--- src/rtl/mac_frame_host_if.sv ---
// Word-level command/result streams between the system side and mac_frame_host.
// master drives commands and consumes results; slave is the host block.
interface mac_frame_host_if;
  logic        cmd_valid;
  logic        cmd_ready;
  logic [7:0]  cmd_weight;
  logic [31:0] cmd_bias;
  logic        res_valid;
  logic        res_ready;
  logic [31:0] res_data;

  modport master (
    output cmd_valid, cmd_weight, cmd_bias, res_ready,
    input  cmd_ready, res_valid, res_data
  );

  modport slave (
    input  cmd_valid, cmd_weight, cmd_bias, res_ready,
    output cmd_ready, res_valid, res_data
  );
endinterface

--- src/rtl/mac_frame_host.sv ---
// Host-side initiator for the byte-serial MAC: 4-beat frames, result FIFO.
// Optional MACHOST_STATS_EN adds frames_ok / frames_idle counters.
module mac_frame_host #(
  parameter int RST_CYCLES = 2,
  parameter int RES_DEPTH  = 4
) (
  input  logic             clk,
  input  logic             rst,
  input  logic             load,
  input  logic [6:0]       act_i,
  mac_frame_host_if.slave  bus,
  output logic             busy,
  output logic             mac_rst_n,
  output logic [7:0]       mac_ui,
  output logic [7:0]       mac_uio,
  input  logic [7:0]       mac_uo,
  input  logic [7:0]       mac_uio_out
`ifdef MACHOST_STATS_EN
  ,
  output logic [15:0]      frames_ok,
  output logic [15:0]      frames_idle
`endif
);

  localparam int CW = $clog2(RES_DEPTH);
  localparam int LW = $clog2(RST_CYCLES) + 1;
  localparam logic [CW+1:0] DEPTH_W = (CW+2)'(RES_DEPTH);
  localparam logic [LW-1:0] LD_LAST = LW'(RST_CYCLES - 1);

  typedef enum logic [1:0] {
    IDLE, LOAD, PRIME, RUN
  } state_t;

  state_t       state;
  logic [6:0]   act;
  logic [LW-1:0] ld_cnt;
  logic [1:0]   beat;
  logic [7:0]   w_q;
  logic [31:0]  b_q;
  logic         tag;
  logic         pend;
  logic [23:0]  cap;

  logic [31:0]  mem [RES_DEPTH];
  logic [CW-1:0] wr_ptr;
  logic [CW-1:0] rd_ptr;
  logic [CW:0]  count;

  logic         run_b0;
  logic [CW+1:0] inflight;
  logic         accept;
  logic         load_ok;
  logic         push;
  logic         pop;
  logic [7:0]   cur_w;
  logic [31:0]  cur_b;

  // Probe-only pin; reduced so it is visibly consumed.
  logic unused_probe;
  assign unused_probe = ^mac_uio_out;

  assign run_b0   = (state == RUN) && (beat == 2'd0);
  assign inflight = {1'b0, count} + {{(CW+1){1'b0}}, pend};
  assign accept   = run_b0 && bus.cmd_valid && (inflight < DEPTH_W);
  assign load_ok  = load && ((state == IDLE) ||
                    (run_b0 && !pend && !accept));
  assign push     = (state == RUN) && (beat == 2'd3) && pend;
  assign pop      = bus.res_valid && bus.res_ready;

  assign bus.cmd_ready = accept;
  assign bus.res_valid = (count != '0);
  assign bus.res_data  = mem[rd_ptr];
  assign busy          = (state != IDLE);

  // Beat 0 forwards the command being accepted; later beats replay the latch.
  assign cur_w = (beat == 2'd0) ? (accept ? bus.cmd_weight : 8'h00) : w_q;
  assign cur_b = (beat == 2'd0) ? (accept ? bus.cmd_bias : 32'h0) : b_q;

  always_comb begin
    mac_rst_n = 1'b0;
    mac_ui    = 8'h00;
    mac_uio   = 8'h00;
    unique case (state)
      IDLE: ;
      LOAD: mac_ui = {1'b0, act};
      PRIME: mac_rst_n = 1'b1;
      RUN: begin
        mac_rst_n = 1'b1;
        mac_ui    = cur_w;
        unique case (beat)
          2'd0: mac_uio = cur_b[15:8];
          2'd1: mac_uio = cur_b[7:0];
          2'd2: mac_uio = cur_b[31:24];
          2'd3: mac_uio = cur_b[23:16];
        endcase
      end
    endcase
  end

  always_ff @(posedge clk) begin
    if (rst) begin
      state  <= IDLE;
      act    <= '0;
      ld_cnt <= '0;
      beat   <= '0;
      w_q    <= '0;
      b_q    <= '0;
      tag    <= 1'b0;
      pend   <= 1'b0;
      cap    <= '0;
    end else begin
      unique case (state)
        IDLE: begin
          if (load_ok) begin
            act    <= act_i;
            ld_cnt <= '0;
            state  <= LOAD;
          end
        end
        LOAD: begin
          if (ld_cnt == LD_LAST) state <= PRIME;
          else ld_cnt <= ld_cnt + 1'b1;
        end
        PRIME: begin
          state <= RUN;
          beat  <= '0;
          tag   <= 1'b0;
          pend  <= 1'b0;
        end
        RUN: begin
          beat <= beat + 1'b1;
          cap  <= {cap[15:0], mac_uo};
          if (beat == 2'd0) begin
            w_q <= cur_w;
            b_q <= cur_b;
            tag <= accept;
          end
          if (beat == 2'd3) pend <= tag;
          if (load_ok) begin
            act    <= act_i;
            ld_cnt <= '0;
            beat   <= '0;
            state  <= LOAD;
          end
        end
      endcase
    end
  end

  always_ff @(posedge clk) begin
    if (rst) begin
      wr_ptr <= '0;
      rd_ptr <= '0;
      count  <= '0;
    end else begin
      if (push) wr_ptr <= wr_ptr + 1'b1;
      if (pop) rd_ptr <= rd_ptr + 1'b1;
      if (push && !pop) count <= count + 1'b1;
      else if (pop && !push) count <= count - 1'b1;
    end
  end

  always_ff @(posedge clk) begin
    if (push) mem[wr_ptr] <= {cap, mac_uo};
  end

`ifdef MACHOST_STATS_EN
  always_ff @(posedge clk) begin
    if (rst || load_ok) begin
      frames_ok   <= '0;
      frames_idle <= '0;
    end else begin
      if (push) frames_ok <= frames_ok + 1'b1;
      if (run_b0 && !accept) frames_idle <= frames_idle + 1'b1;
    end
  end
`endif

endmodule

--- src/flat_wrapper.sv ---
// flat-port wrapper written by rule: the top's interface ports become plain ports
module mac_frame_host_flat 
#(
  parameter int RST_CYCLES = 2,
  parameter int RES_DEPTH  = 4
)
  (clk, rst, load, act_i, busy, mac_rst_n, mac_ui, mac_uio, mac_uo, mac_uio_out, bus_cmd_valid, bus_cmd_weight, bus_cmd_bias, bus_res_ready, bus_cmd_ready, bus_res_valid, bus_res_data);
  mac_frame_host_if bus_i ();
  input  logic clk;
  input  logic rst;
  input  logic load;
  input  logic [6:0] act_i;
  output logic busy;
  output logic mac_rst_n;
  output logic [7:0] mac_ui;
  output logic [7:0] mac_uio;
  input  logic [7:0] mac_uo;
  input  logic [7:0] mac_uio_out;
  input wire logic [$bits(bus_i.cmd_valid)-1:0] bus_cmd_valid;
  input wire logic [$bits(bus_i.cmd_weight)-1:0] bus_cmd_weight;
  input wire logic [$bits(bus_i.cmd_bias)-1:0] bus_cmd_bias;
  input wire logic [$bits(bus_i.res_ready)-1:0] bus_res_ready;
  output wire logic [$bits(bus_i.cmd_ready)-1:0] bus_cmd_ready;
  output wire logic [$bits(bus_i.res_valid)-1:0] bus_res_valid;
  output wire logic [$bits(bus_i.res_data)-1:0] bus_res_data;
  assign bus_i.cmd_valid = bus_cmd_valid;
  assign bus_i.cmd_weight = bus_cmd_weight;
  assign bus_i.cmd_bias = bus_cmd_bias;
  assign bus_i.res_ready = bus_res_ready;
  assign bus_cmd_ready = bus_i.cmd_ready;
  assign bus_res_valid = bus_i.res_valid;
  assign bus_res_data = bus_i.res_data;
  mac_frame_host #(.RST_CYCLES(RST_CYCLES), .RES_DEPTH(RES_DEPTH)) u_core (.clk(clk), .rst(rst), .load(load), .act_i(act_i), .bus(bus_i), .busy(busy), .mac_rst_n(mac_rst_n), .mac_ui(mac_ui), .mac_uio(mac_uio), .mac_uo(mac_uo), .mac_uio_out(mac_uio_out));
endmodule
--- config.mk ---
export PLATFORM = sky130hd
export DESIGN_NAME = mac_frame_host_flat
export DESIGN_NICKNAME = d
export VERILOG_FILES = /design/src/rtl/mac_frame_host_if.sv /design/src/rtl/mac_frame_host.sv /design/src/flat_wrapper.sv
export SDC_FILE = /design/constraint.sdc
export NUM_CORES = 1
export LEC_CHECK = 0
export ABC_AREA = 1
export BUFFER_PORTS_ARGS = -buffer_cell sky130_fd_sc_hd__buf_2
export CELL_PAD_IN_SITES_DETAIL_PLACEMENT = 0
export CELL_PAD_IN_SITES_GLOBAL_PLACEMENT = 1
export CORE_MARGIN = 8
export CORE_UTILIZATION = 48
export DETAILED_ROUTE_END_ITERATION = 7
export PLACE_DENSITY_LB_ADDON = 0.1
export SYNTH_ARGS = -nofsm -noshare
export SYNTH_HDL_FRONTEND = slang
export SYNTH_SLANG_ARGS = --single-unit
--- constraint.sdc ---
create_clock -name clk -period 4.2 [get_ports clk]
set_input_delay 0.84 -clock clk [delete_from_list [all_inputs] [get_ports clk]]
set_output_delay 0.84 -clock clk [all_outputs]
set_load 0.01 [all_outputs]
==> results of run 1 <==
[cells in the mapped netlist]
cell type  instances  area share
a211oi_1           1     0.00085
clkinv_1           2     0.00085
inv_1             45       0.019
buf_2              8      0.0045
nand2_1          185       0.079
clkbuf_1          38       0.016
o22ai_1           32       0.023
dfxtp_1           88        0.20
o21ai_0          112       0.064
buf_4              1     0.00085
nand2_4            1      0.0013
fa_1               1      0.0023
nor2_8             1      0.0023
buf_1              3      0.0013
or2_2              2      0.0014
a21oi_1           88       0.050
ha_1              16       0.023
edfxtp_1         128        0.44
clkinv_2           1     0.00057
nand2_2            2      0.0014
buf_6              3      0.0038
nand3_1           30       0.017
nor2_1           121       0.052
[stage by stage]
| stage | area, um^2 | power, mW | setup slack [ns] | cells | utilization |
|---|---|---|---|---|---|
| 2_1_floorplan | 8806 | 3.139 | 1.432 | 909 | - |
| 3_3_place_gp | 9559 | 3.497 | 0.9241 | 1211 | 0.5321 |
| 3_5_place_dp | 9559 | 3.512 | 0.9123 | 1211 | 0.5321 |
| 4_1_cts | 10330 | 5.551 | 0.3551 | 1253 | 0.5749 |
| 5_1_grt | 10330 | 5.758 | 0.1234 | 1253 | 0.5749 |
| 6_report | 10330 | 5.488 | 0.3896 | 1253 | 0.5749 |
[area by class of cell]
cell class                 instances  area (um^2)  area share
clock buffer                      35        660.6     0.06397
clock inverter                     7        107.6     0.01042
inverter                          48        181.4     0.01757
multi-input combinational        592         2816      0.2727
sequential                       216         5607      0.5429
tap                              229        286.5     0.02774
timing repair buffer             126        668.1     0.06470
[layer usage]
metal	GRT usage	up-vias
li1	-	3297
met1	0.2362	3061
met2	0.3247	133
met3	0.02719	31
met4	0.05096	0
met5	0	-
[layout by cell type, fill, tap and decap left out, types with 8 or more instances in the layout]
| master | netlist | final |
|---|---|---|
| a21oi_1 | 88 | 88 |
| buf_2 | 8 | 111 |
| buf_4 | 1 | 15 |
| clkbuf_1 | 38 | 8 |
| clkbuf_16 | 0 | 23 |
| dfxtp_1 | 88 | 87 |
| edfxtp_1 | 128 | 128 |
| ha_1 | 16 | 15 |
| inv_1 | 45 | 45 |
| nand2_1 | 185 | 185 |
| nand3_1 | 30 | 30 |
| nor2_1 | 121 | 117 |
| o21ai_0 | 112 | 112 |
| o22ai_1 | 32 | 32 |
[cells by family (layout without fill, tap and decap cells)]
family,after synthesis,count (layout),synth area share
AND/OR/NAND/NOR,342,342,0.1539
flip-flops,216,216,0.6365
adder cells (fa/ha/maj),17,17,0.02501
AO/OA/AOI/OAI,233,233,0.1373
buffers and inverters,101,216,0.04731
[where the power goes]
group	total (mW)	internal, mW	leakage (nW)	switching [mW]
registers	2.48	2.39	1.90	0.0912
clock network	2.04	1.22	0.364	0.825
logic	0.969	0.322	1.89	0.648
total	5.49	3.92	4.15	1.56
[path summary, 6_finish.rpt]
path	startpoint	endpoint	slack [ns]	depth (start not counted)
worst max-delay path	u_core.beat[0]	mac_uio[0]	0.39	11
worst min-delay path	u_core.act[5]	u_core.act[5]	0.45	2
worst max register to register	u_core.state[0]	u_core.mem[3][6]	1.55	7
worst min register to register	u_core.act[5]	u_core.act[5]	0.45	2
[critical path: stages (launching register included)]
cell and delay (ns):
dfxtp_1 0.33, inv_1 0.14, ha_1 0.24, nand2_4 0.32, nor2_8 0.45, nand2_2 0.10, clkinv_2 0.25, nand2_1 0.12
nand2_1 0.08, nand2_1 0.06, a21oi_1 0.19, buf_2 0.17
[flip-flops by register name, summed over array words and instances (netlist names), named ones only]
| signal | cells |
|---|---|
| u_core.w_q | 8 |
| u_core.pend | 1 |
| u_core.act | 7 |
| u_core.beat | 2 |
| u_core.rd_ptr | 2 |
| u_core.state | 2 |
| u_core.cap | 24 |
| u_core.tag | 1 |
| u_core.b_q | 32 |
| u_core.wr_ptr | 2 |
| u_core.mem | 128 |
| u_core.count | 3 |
| u_core.ld_cnt | 2 |
==> reports/metrics.csv, run 1 <==
stage,metric,value,unit
outcome,outcome,completed,
hold_path,min-delay worst type,flip-flop to flip-flop,
clock_tree,CTS tree,done,
drt,Routed met1 length,9.266,mm
clock_tree,Sink Count,216,
power_and_ir_drop,maximum vdd drop,0.0003256,V
place,dpl hpwl,12.67,mm
finish,Ant. Diodes,0,
drt,detailed-route via count,6522,
clock_tree,cts repair resizes,0,
global_routing,global route overflow,0,
die,initial core utilization,0.4902,
flow_run,maximum capacitance violations,0,
drt,top sig layer,met4,
place,buffers added on ports,111,
timing,unrepaired setup endpoints after global routing,false,
timing,Setup TNS,0,ns
timing,final hold vios,0,
die,core box area,17960,um^2
place,Placer Congestion,0.7972,
worst_setup_path,highest fanout seen on the critical path,43,
timing,Max Fclk,0.2624,GHz
logic_synthesis,syn avg cell area,9.688,um^2
worst_setup_path,CP Capture Type,output port,
drt,met3 WL,925,um
global_routing,global-route wire length before repair,33.94,mm
timing,worst hold slack,0.4478,ns
finish,Fill cells,1621,
clock_tree,Root Buffer Master,clkbuf_16,
logic_synthesis,Synthesized Nets,994,
clock_tree,CTS buffer count,23,
die,die width,151.4,um
timing,fin crit period,3.810,ns
timing,endpoints failing setup,0,
clock_tree,hold buffers post-CTS,0,
worst_setup_path,Crit Path Category,flip-flop to output port,
logic_synthesis,Yosys warning count,0,
global_routing,initial antenna violation count,0,
power_and_ir_drop,PwrDens,531.4,nW/um^2
clock_tree,Worst-Skew Late Latency,0.52,ns
global_routing,pin count of the biggest net entering global routing,65,
finish,Area Growth Syn to Fin,17.28,%
power_and_ir_drop,static leakage,4.147,nW
worst_setup_path,data required time of the critical path,3.36,ns
global_routing,GR Util All Layers,0.1861,
clock_tree,setup repair bufs after CTS,0,
logic_synthesis,Seq cells post-synth,216,
timing,Max-slew headroom,0.2784,
drt,number of DRC markers in iteration 0,370,
drt,Antenna Nets Post-Route,0,
timing,max-slew violations,0,
drt,met2 wire len,10.60,mm
drt,Remaining DRCs,0,
clock_tree,H-tree lvl count,1,
die,FP Rows,49,
finish,Layout Nets,1092,
drt,final WL,21.22,mm
logic_synthesis,Gate Count Post-Synth,909,
worst_setup_path,Critical Path Source Type,flip-flop,
clock_tree,Clock Path Buffers,3,
timing,Slew @ Worst Pin,1.076,ns
logic_synthesis,Post-Syn Area,8806,um^2
die,Die Y,151.4,um
die,die area,22940,um^2
drt,Avg WL per Cell,16.94,um
die,# IOs,120,
logic_synthesis,post-synthesis cell type count,23,
drt,post-DR vias/cell,5.205,
finish,layout cells sized above 1,0.1689,
clock_tree,"CTS clk-pin slew, worst paths",0.06,ns
drt,TritonRoute pass-1 iters,4,
global_routing,vias in the first global route,6481,
worst_setup_path,crit path DAT,2.97,ns
timing,skew final,0.009548,ns
logic_synthesis,sequential area share after synthesis,0.6365,
timing,Final period util,0.9072,
Note: power is estimated with default switching activity, not from simulation.
==> inputs of run 2 (changes only) <==
--- a/config.mk
+++ b/config.mk
@@ -10,9 +10,11 @@
 export CELL_PAD_IN_SITES_DETAIL_PLACEMENT = 0
 export CELL_PAD_IN_SITES_GLOBAL_PLACEMENT = 1
 export CORE_MARGIN = 8
-export CORE_UTILIZATION = 48
+export CORE_UTILIZATION = 44
 export DETAILED_ROUTE_END_ITERATION = 7
+export GPL_TIMING_DRIVEN = 0
 export PLACE_DENSITY_LB_ADDON = 0.1
+export SETUP_SLACK_MARGIN = 0.15
 export SYNTH_ARGS = -nofsm -noshare
 export SYNTH_HDL_FRONTEND = slang
 export SYNTH_SLANG_ARGS = --single-unit
==> constraint.sdc (replaced) <==
create_clock -name clk -period 3.9 [get_ports clk]
set_input_delay 0.78 -clock clk [delete_from_list [all_inputs] [get_ports clk]]
set_output_delay 0.78 -clock clk [all_outputs]
set_load 0.01 [all_outputs]
==> run 2 against run 1 <==
  * Clock power rose by 4%
  * Core utilization fell by 3.4 points
  * Flip-flop and latch count did not move
  * Total power rose by 7.5%
  * Worst hold slack got worse by 0.00089 ns
  * Via count rose by 3.5%
  * Wire length rose by 6.6%
  * Register-to-register slack improved by 0.03 ns
  * First-iteration DRC count fell by 14%
  * Largest cell class unchanged
==> reports/metrics.csv, run 2 (synthesis gave the netlist of run 1 again) <==
stage,metric,value,unit,change
drt,TritonRoute pass-1 iters,4,,unchanged
worst_setup_path,most frequent CP cell,nand2_1,,
power_and_ir_drop,static leakage,4.214,nW,+1.6%
drt,detailed-route via count,6748,,+3.5%
worst_setup_path,Crit Path Category,flip-flop to output port,,
clock_tree,hold buffers post-CTS,0,,unchanged
timing,unrepaired setup endpoints after global routing,false,,
timing,final hold vios,0,,unchanged
worst_setup_path,data required time of the critical path,3.12,ns,-0.24 ns
finish,"Most flops, register",u_core.mem,,
global_routing,vias in the first global route,6470,,-0.17%
global_routing,global route overflow,0,,unchanged
timing,Final period util,0.8308,,
timing,worst hold slack,0.4469,ns,-0.0008940 ns
clock_tree,H-tree lvl count,1,,unchanged
worst_setup_path,slowest CP cell,clkbuf_1,,
hold_path,min-delay worst type,flip-flop to flip-flop,,
place,Placer Congestion,0.8297,,+4.1%
timing,max-slew violations,0,,unchanged
power_and_ir_drop,maximum vdd drop,0.0004151,V,+27%
die,# IOs,120,,unchanged
drt,Remaining DRCs,0,,unchanged
timing,Slew @ Worst Pin,0.6395,ns,-0.4363 ns
clock_tree,Clock Path Buffers,3,,unchanged
drt,post-DR vias/cell,5.074,,-2.5%
die,Die Y,157.5,um,+4.0%
finish,most frequent cells in the layout,"nand2_1 (185), edfxtp_1 (128), buf_2 (119)",,
die,die area,24800,um^2,+8.1%
timing,Max Fclk,0.3086,GHz,
clock_tree,setup repair bufs after CTS,0,,unchanged
die,FP Rows,51,,+4.1%
finish,fin cells,1330,,+6.1%
timing,Final WS setup,0.6599,ns,+0.2703 ns
clock_tree,cts repair resizes,0,,unchanged
worst_setup_path,"Buf+Inv Stages, Crit Path",5,,+2
clock_tree,Root Buffer Master,clkbuf_16,,
finish,biggest regs,"u_core.mem (128), u_core.b_q (32), u_core.cap (24)",,
global_routing,initial antenna violation count,1,,+1
worst_setup_path,crit-path max cell delay,0.45,ns,about the same
die,core box area,19530,um^2,+8.7%
global_routing,global-route wire length before repair,35.09,mm,+3.4%
clock_tree,Sink Count,216,,unchanged
clock_tree,CTS buffer count,23,,unchanged
flow_run,maximum capacitance violations,0,,unchanged
finish,Layout Nets,1134,,+3.8%
global_routing,GR Util All Layers,0.1810,,-0.005158
clock_tree,CTS tree,done,,
worst_setup_path,critical-path cell list,inv_1 > ha_1 > inv_1 > clkbuf_1 > nand2_1 > nand2_1 > nand2_1 > nand2_1 > inv_1 > a21oi_1 > buf_2,,
finish,"commonest non-fill, non-tap cell in the layout",nand2_1,,
timing,skew final,0.01761,ns,+0.008065 ns
die,initial core utilization,0.4510,,-0.03923
finish,max FFs per register,128,,unchanged
worst_setup_path,highest fanout seen on the critical path,10,,-77%
power_and_ir_drop,PwrDens,559.1,nW/um^2,+5.2%
drt,number of DRC markers in iteration 0,320,,-14%
drt,Antenna Nets Post-Route,0,,unchanged
timing,fin crit period,3.240,ns,
place,Placed Cells,1289,,+6.4%
finish,layout cells sized above 1,0.1577,,-0.01120
place,dpl hpwl,15.72,mm,+24%
drt,final WL,22.63,mm,+6.6%
worst_setup_path,crit path DAT,2.46,ns,-0.51 ns
worst_setup_path,CP Capture Type,output port,,
place,buffers added on ports,111,,unchanged
drt,Avg WL per Cell,17.01,um,+0.45%
timing,endpoints failing setup,0,,unchanged
finish,Final Util,0.5404,,-0.03448
place,Place WS,0.9802,ns,+0.06784 ns
outcome,outcome,completed,,
clock_tree,"CTS clk-pin slew, worst paths",0.06,ns,about the same
clock_tree,Worst-Skew Late Latency,0.49,ns,-0.03 ns
finish,Area Growth Syn to Fin,19.83,%,
global_routing,pin count of the biggest net entering global routing,22,,-66%
worst_setup_path,Top delay family on crit path,buffers and inverters,,
finish,Ant. Diodes,0,,unchanged
die,die width,157.5,um,+4.0%
power_and_ir_drop,post-route total power,5.900,mW,+7.5%
timing,Max-slew headroom,0.5737,,+0.2953
worst_setup_path,Critical Path Source Type,flip-flop,,
-- run 2: changes by cell type in the layout (fill, tap and decap cells not counted), moves of 4 or more --
cell / previous run / this run
clkbuf_8: 4 / 0
buf_4: 15 / 1
clkbuf_1: 8 / 48
buf_2: 111 / 119
-- run 2: area by class of cell --
class | instances | area, um^2
clock buffer | 33 | 613.1
clock inverter | 8 | 113.9
inverter | 48 | 181.4
timing repair buffer | 115 | 658.1
tap | 265 | 331.6
sequential | 216 | 5605
multi-input combinational | 592 | 2814
buffer | 53 | 235.2
fill | 1853 | 8974
-- run 2: worst min-delay path, delay by kind of cell (launching register included) --
| kind | cells | cell delay (ns) |
|---|---|---|
| DFF | 1 | 0.30 |
| buffers and inverters | 1 | 0.05 |
| AOI/OAI and AO/OA | 1 | 0.05 |
-- run 2: per-layer routing --
layer,track usage,share of wire,vias to the layer above
li1,-,-,3384
met1,0.2332,0.44,3154
met2,0.3120,0.49,188
met3,0.03674,0.068,20
met4,0.03173,0.010,2
met5,0,0.00057,-
-- run 2: path summary, 6_finish.rpt --
path	from	to	slack, ns	cells after the start
max	u_core.beat[0]	mac_uio[4]	0.66	11
min	u_core.act[1]	u_core.act[1]	0.45	2
max reg2reg	u_core.beat[1]	u_core.mem[0][20]	1.58	7
min reg2reg	u_core.act[1]	u_core.act[1]	0.45	2
-- run 2: power breakdown --
group          internal [mW]  switching, mW
clock                   1.29          0.831
combinational          0.363          0.752
sequential              2.57         0.0977
-- run 2: metrics by stage --
| stage | cell area, um^2 | TNS [ns] |
|---|---|---|
| floorplan | 8806 | 0 |
| global placement | 9693 | -26.13 |
| detailed placement | 9826 | 0 |
| CTS | 10550 | 0 |
| global route | 10550 | 0 |
| finish | 10550 | 0 |
==> inputs of run 3 (changes only) <==
--- a/config.mk
+++ b/config.mk
@@ -5,12 +5,12 @@
 export SDC_FILE = /design/constraint.sdc
 export NUM_CORES = 1
 export LEC_CHECK = 0
-export ABC_AREA = 1
+export ABC_AREA = 0
 export BUFFER_PORTS_ARGS = -buffer_cell sky130_fd_sc_hd__buf_2
 export CELL_PAD_IN_SITES_DETAIL_PLACEMENT = 0
 export CELL_PAD_IN_SITES_GLOBAL_PLACEMENT = 1
 export CORE_MARGIN = 8
-export CORE_UTILIZATION = 44
+export CORE_UTILIZATION = 43
 export DETAILED_ROUTE_END_ITERATION = 7
 export GPL_TIMING_DRIVEN = 0
 export PLACE_DENSITY_LB_ADDON = 0.1
==> constraint.sdc (replaced) <==
create_clock -name clk -period 2.66 [get_ports clk]
set_input_delay 0.532 -clock clk [delete_from_list [all_inputs] [get_ports clk]]
set_output_delay 0.532 -clock clk [all_outputs]
set_load 0.01 [all_outputs]
==> run 3 against run 2 <==
  * The run now ends with setup timing left
  * Count of clock-buffer cells in the layout fell by 3
  * Design area rose by 8.9%
  * Clock skew fell by 0.0094 ns
==> reports/metrics.csv, run 3 <==
stage,metric,value,unit,change
drt,TritonRoute pass-1 iters,7,,+3
power_and_ir_drop,Combinational Power Share,0.205,,+0.016
logic_synthesis,Synthesized Nets,672,,-32%
finish,"commonest non-fill, non-tap cell in the layout",edfxtp_1,,
worst_setup_path,reg2reg path depth,19,,+12
die,die area,25110,um^2,+1.3%
clock_tree,Worst-Skew Late Latency,0.51,ns,+0.02 ns
power_and_ir_drop,Sw Ratio,0.2582,,-0.02665
timing,Slew @ Worst Pin,0.6222,ns,-0.01723 ns
finish,Final Util,0.5718,,+0.03132
finish,biggest regs,"u_core.mem (128), u_core.b_q (32), u_core.cap (24)",,
power_and_ir_drop,sequential power share,0.415,,-0.037
finish,Ant. Diodes,0,,unchanged
timing,final hold vios,0,,unchanged
logic_synthesis,Yosys warning count,0,,unchanged
die,# IOs,120,,unchanged
logic_synthesis,"count leader, synth",edfxtp_1,,
hold_path,min-delay worst type,input port to flip-flop,,
logic_synthesis,Seq cells post-synth,216,,unchanged
drt,Antenna Nets Post-Route,0,,unchanged
timing,worst hold slack,0.2609,ns,-0.1860 ns
die,core box area,20100,um^2,+3.0%
logic_synthesis,ys flop type,edfxtp_1,,
worst_setup_path,CP Capture Type,output port,,
clock_tree,CTS tree,done,,
die,initial core utilization,0.4341,,-0.01689
logic_synthesis,Synth area leader,edfxtp_1,,
power_and_ir_drop,static leakage,4.162,nW,-1.2%
timing,Final period util,1.054,,
power_and_ir_drop,Net Sw Power,2.354,mW,+40%
global_routing,global-route wire length before repair,32.88,mm,-6.3%
global_routing,GR Util All Layers,0.1700,,-0.01098
worst_setup_path,Crit Path Category,flip-flop to output port,,
clock_tree,"CTS clk-pin slew, worst paths",0.06,ns,about the same
logic_synthesis,syn avg cell area,14.87,um^2,+53%
clock_tree,Sink Count,216,,unchanged
die,FP Rows,52,,+2.0%
power_and_ir_drop,maximum vdd drop,0.0003708,V,-11%
clock_tree,CTS buffer count,24,,+4.3%
timing,fin crit period,2.803,ns,
clock_tree,Root Buffer Master,clkbuf_16,,
timing,unrepaired setup endpoints after global routing,true,,
die,Die Y,158.5,um,+0.63%
power_and_ir_drop,PwrDens,793.2,nW/um^2,+42%
outcome,outcome,finished with violations,,
timing,endpoints failing setup,17,,+17
finish,most frequent cells in the layout,"edfxtp_1 (128), buf_2 (116), dfxtp_1 (84)",,
logic_synthesis,sequential area share after synthesis,0.6423,,+0.005749
logic_synthesis,Gate Count Post-Synth,587,,-35%
worst_setup_path,data required time of the critical path,2.13,ns,-0.99 ns
logic_synthesis,Post-Syn Area,8727,um^2,-0.90%
timing,max-slew violations,0,,unchanged
outcome,failing checks,setup timing,,
finish,"Most flops, register",u_core.mem,,
timing,Final WS setup,-0.1426,ns,-0.8024 ns
place,Placer Congestion,0.8280,,-0.20%
logic_synthesis,Post-synth top cells,"edfxtp_1 (128), dfxtp_1 (88), nor2_1 (73)",,
logic_synthesis,post-synthesis cell type count,43,,+87%
finish,Layout Nets,852,,-25%
power_and_ir_drop,Pint,6.764,mW,+60%
power_and_ir_drop,clock power share,0.379,,+0.020
timing,skew final,0.008167,ns,-0.009446 ns
finish,layout cells sized above 1,0.4115,,+0.2537
drt,post-DR vias/cell,5.501,,+8.4%
clock_tree,H-tree lvl count,1,,unchanged
logic_synthesis,leading post-synthesis cells by cell area,"edfxtp_1 (44%), dfxtp_1 (20%), mux4_2 (8.3%)",,
drt,detailed-route via count,5804,,-14%
global_routing,pin count of the biggest net entering global routing,23,,+4.5%
logic_synthesis,number of synthesized flops with an enable pin,128,,unchanged
drt,Remaining DRCs,0,,unchanged
flow_run,maximum capacitance violations,0,,unchanged
hold_path,Hold Path Depth,1,,-1
timing,Max Fclk,0.3568,GHz,
logic_synthesis,Async SR Flop Fraction,0,,unchanged
global_routing,initial antenna violation count,0,,-1
drt,number of DRC markers in iteration 0,366,,+14%
logic_synthesis,Synth top area share,0.4404,,+0.003942
die,die width,158.5,um,+0.63%
finish,max FFs per register,128,,unchanged
finish,Area Growth Syn to Fin,31.71,%,
worst_setup_path,crit path DAT,2.27,ns,-0.19 ns
place,dpl hpwl,14.15,mm,-9.9%
worst_setup_path,Critical Path Source Type,flip-flop,,
drt,final WL,21.73,mm,-4.0%
place,buffers added on ports,111,,unchanged
global_routing,global route overflow,0,,unchanged
drt,Avg WL per Cell,20.60,um,+21%
worst_setup_path,highest fanout seen on the critical path,5,,-5
clock_tree,Clock Path Buffers,3,,unchanged
timing,Max-slew headroom,0.5852,,+0.01149
global_routing,vias in the first global route,6124,,-5.3%
==> run 3: changes by cell type after synthesis, sizes merged, moves of 39 or more <==
| cell | previous run | this run |
|---|---|---|
| nand2 | 188 | 8 |
| o21ai | 112 | 2 |
| a22oi | 0 | 39 |
| nor2 | 122 | 73 |
| a21oi | 88 | 10 |
==> run 3: layout make-up <==
type,count,area [um^2]
tap,270,337.8
clock buffer,30,664.4
clock inverter,14,172.7
timing repair buffer,154,1166
sequential,216,5618
multi-input combinational,313,3048
buffer,43,419.2
inverter,15,68.82
fill,1644,8610
==> run 3: timing repair <==
action	4_1_cts	5_1_grt
hold buffers	0	0
endpoints found under the hold margin	0	0
setup endpoints to repair	135	72
gates resized for setup	81	54
gates cloned	1	8
buffers inserted	24	6
pin swaps	28	46
==> run 3: kinds of logic after synthesis <==
group,synth area share
buffers and inverters,0.03326
multiplexers,0.1193
adder cells (fa/ha/maj),0.02523
AO/OA/AOI/OAI,0.1117
flip-flops,0.6423
AND/OR/NAND/NOR,0.06323
XOR/XNOR,0.005018
==> run 3: per-layer routing <==
metal  track usage  part of all wire  routed length (um)  vias to the layer above
met4       0.06691             0.030                 652                        0
li1              -                 -                   -                     2652
met3       0.04153             0.073                1583                       46
met1        0.1967              0.40                8595                     2891
met2        0.2983              0.50               10900                      215
met5             0                 0                   0                        -
==> run 3: worst max-delay path, cell delays in order, from the launching register on <==
cell and delay (ns):
dfxtp_4 0.36, inv_6 0.08, ha_4 0.16, nand2_4 0.05
a311o_1 0.28, buf_6 0.14, buf_12 0.13, buf_8 0.12
o221ai_2 0.14, and3_1 0.17, buf_2 0.13
==> run 3: path summary, 6_finish.rpt <==
| path | start | to | slack, ns |
|---|---|---|---|
| worst max-delay path | u_core.beat[1] | mac_uio[0] | -0.14 |
| worst min-delay path | mac_uo[3] | u_core.mem[3][3] | 0.26 |
| worst max register to register | u_core.beat[1] | u_core.w_q[2] | 0.02 |
| worst min register to register | u_core.act[2] | u_core.act[2] | 0.48 |
==> run 3: power by group through the flow <==
stage / Sequential [mW] / Combinational (mW) / Clock [mW]
3_5_place_dp: 3.84 / 1.53 / 0
2_1_floorplan: 3.81 / 1.06 / 0
5_1_grt: 3.80 / 2.02 / 3.66
6_report: 3.79 / 1.87 / 3.46
3_3_place_gp: 3.83 / 1.51 / 0
4_1_cts: 3.78 / 1.73 / 3.53
==> run 3: stage by stage <==
stage / power (mW) / setup WS [ns] / instances / area, um^2 / TNS [ns]
5_1_grt: 9.484 / -0.2132 / 1055 / 11490 / -3.440
4_1_cts: 9.042 / -0.1361 / 1041 / 11030 / -1.465
6_report: 9.118 / -0.1426 / 1055 / 11490 / -1.610
3_3_place_gp: 5.339 / -0.7175 / 968 / 9620 / -90.96
2_1_floorplan: 4.864 / 0.1960 / 587 / 8727 / 0
3_5_place_dp: 5.373 / -0.2904 / 972 / 9706 / -0.3026
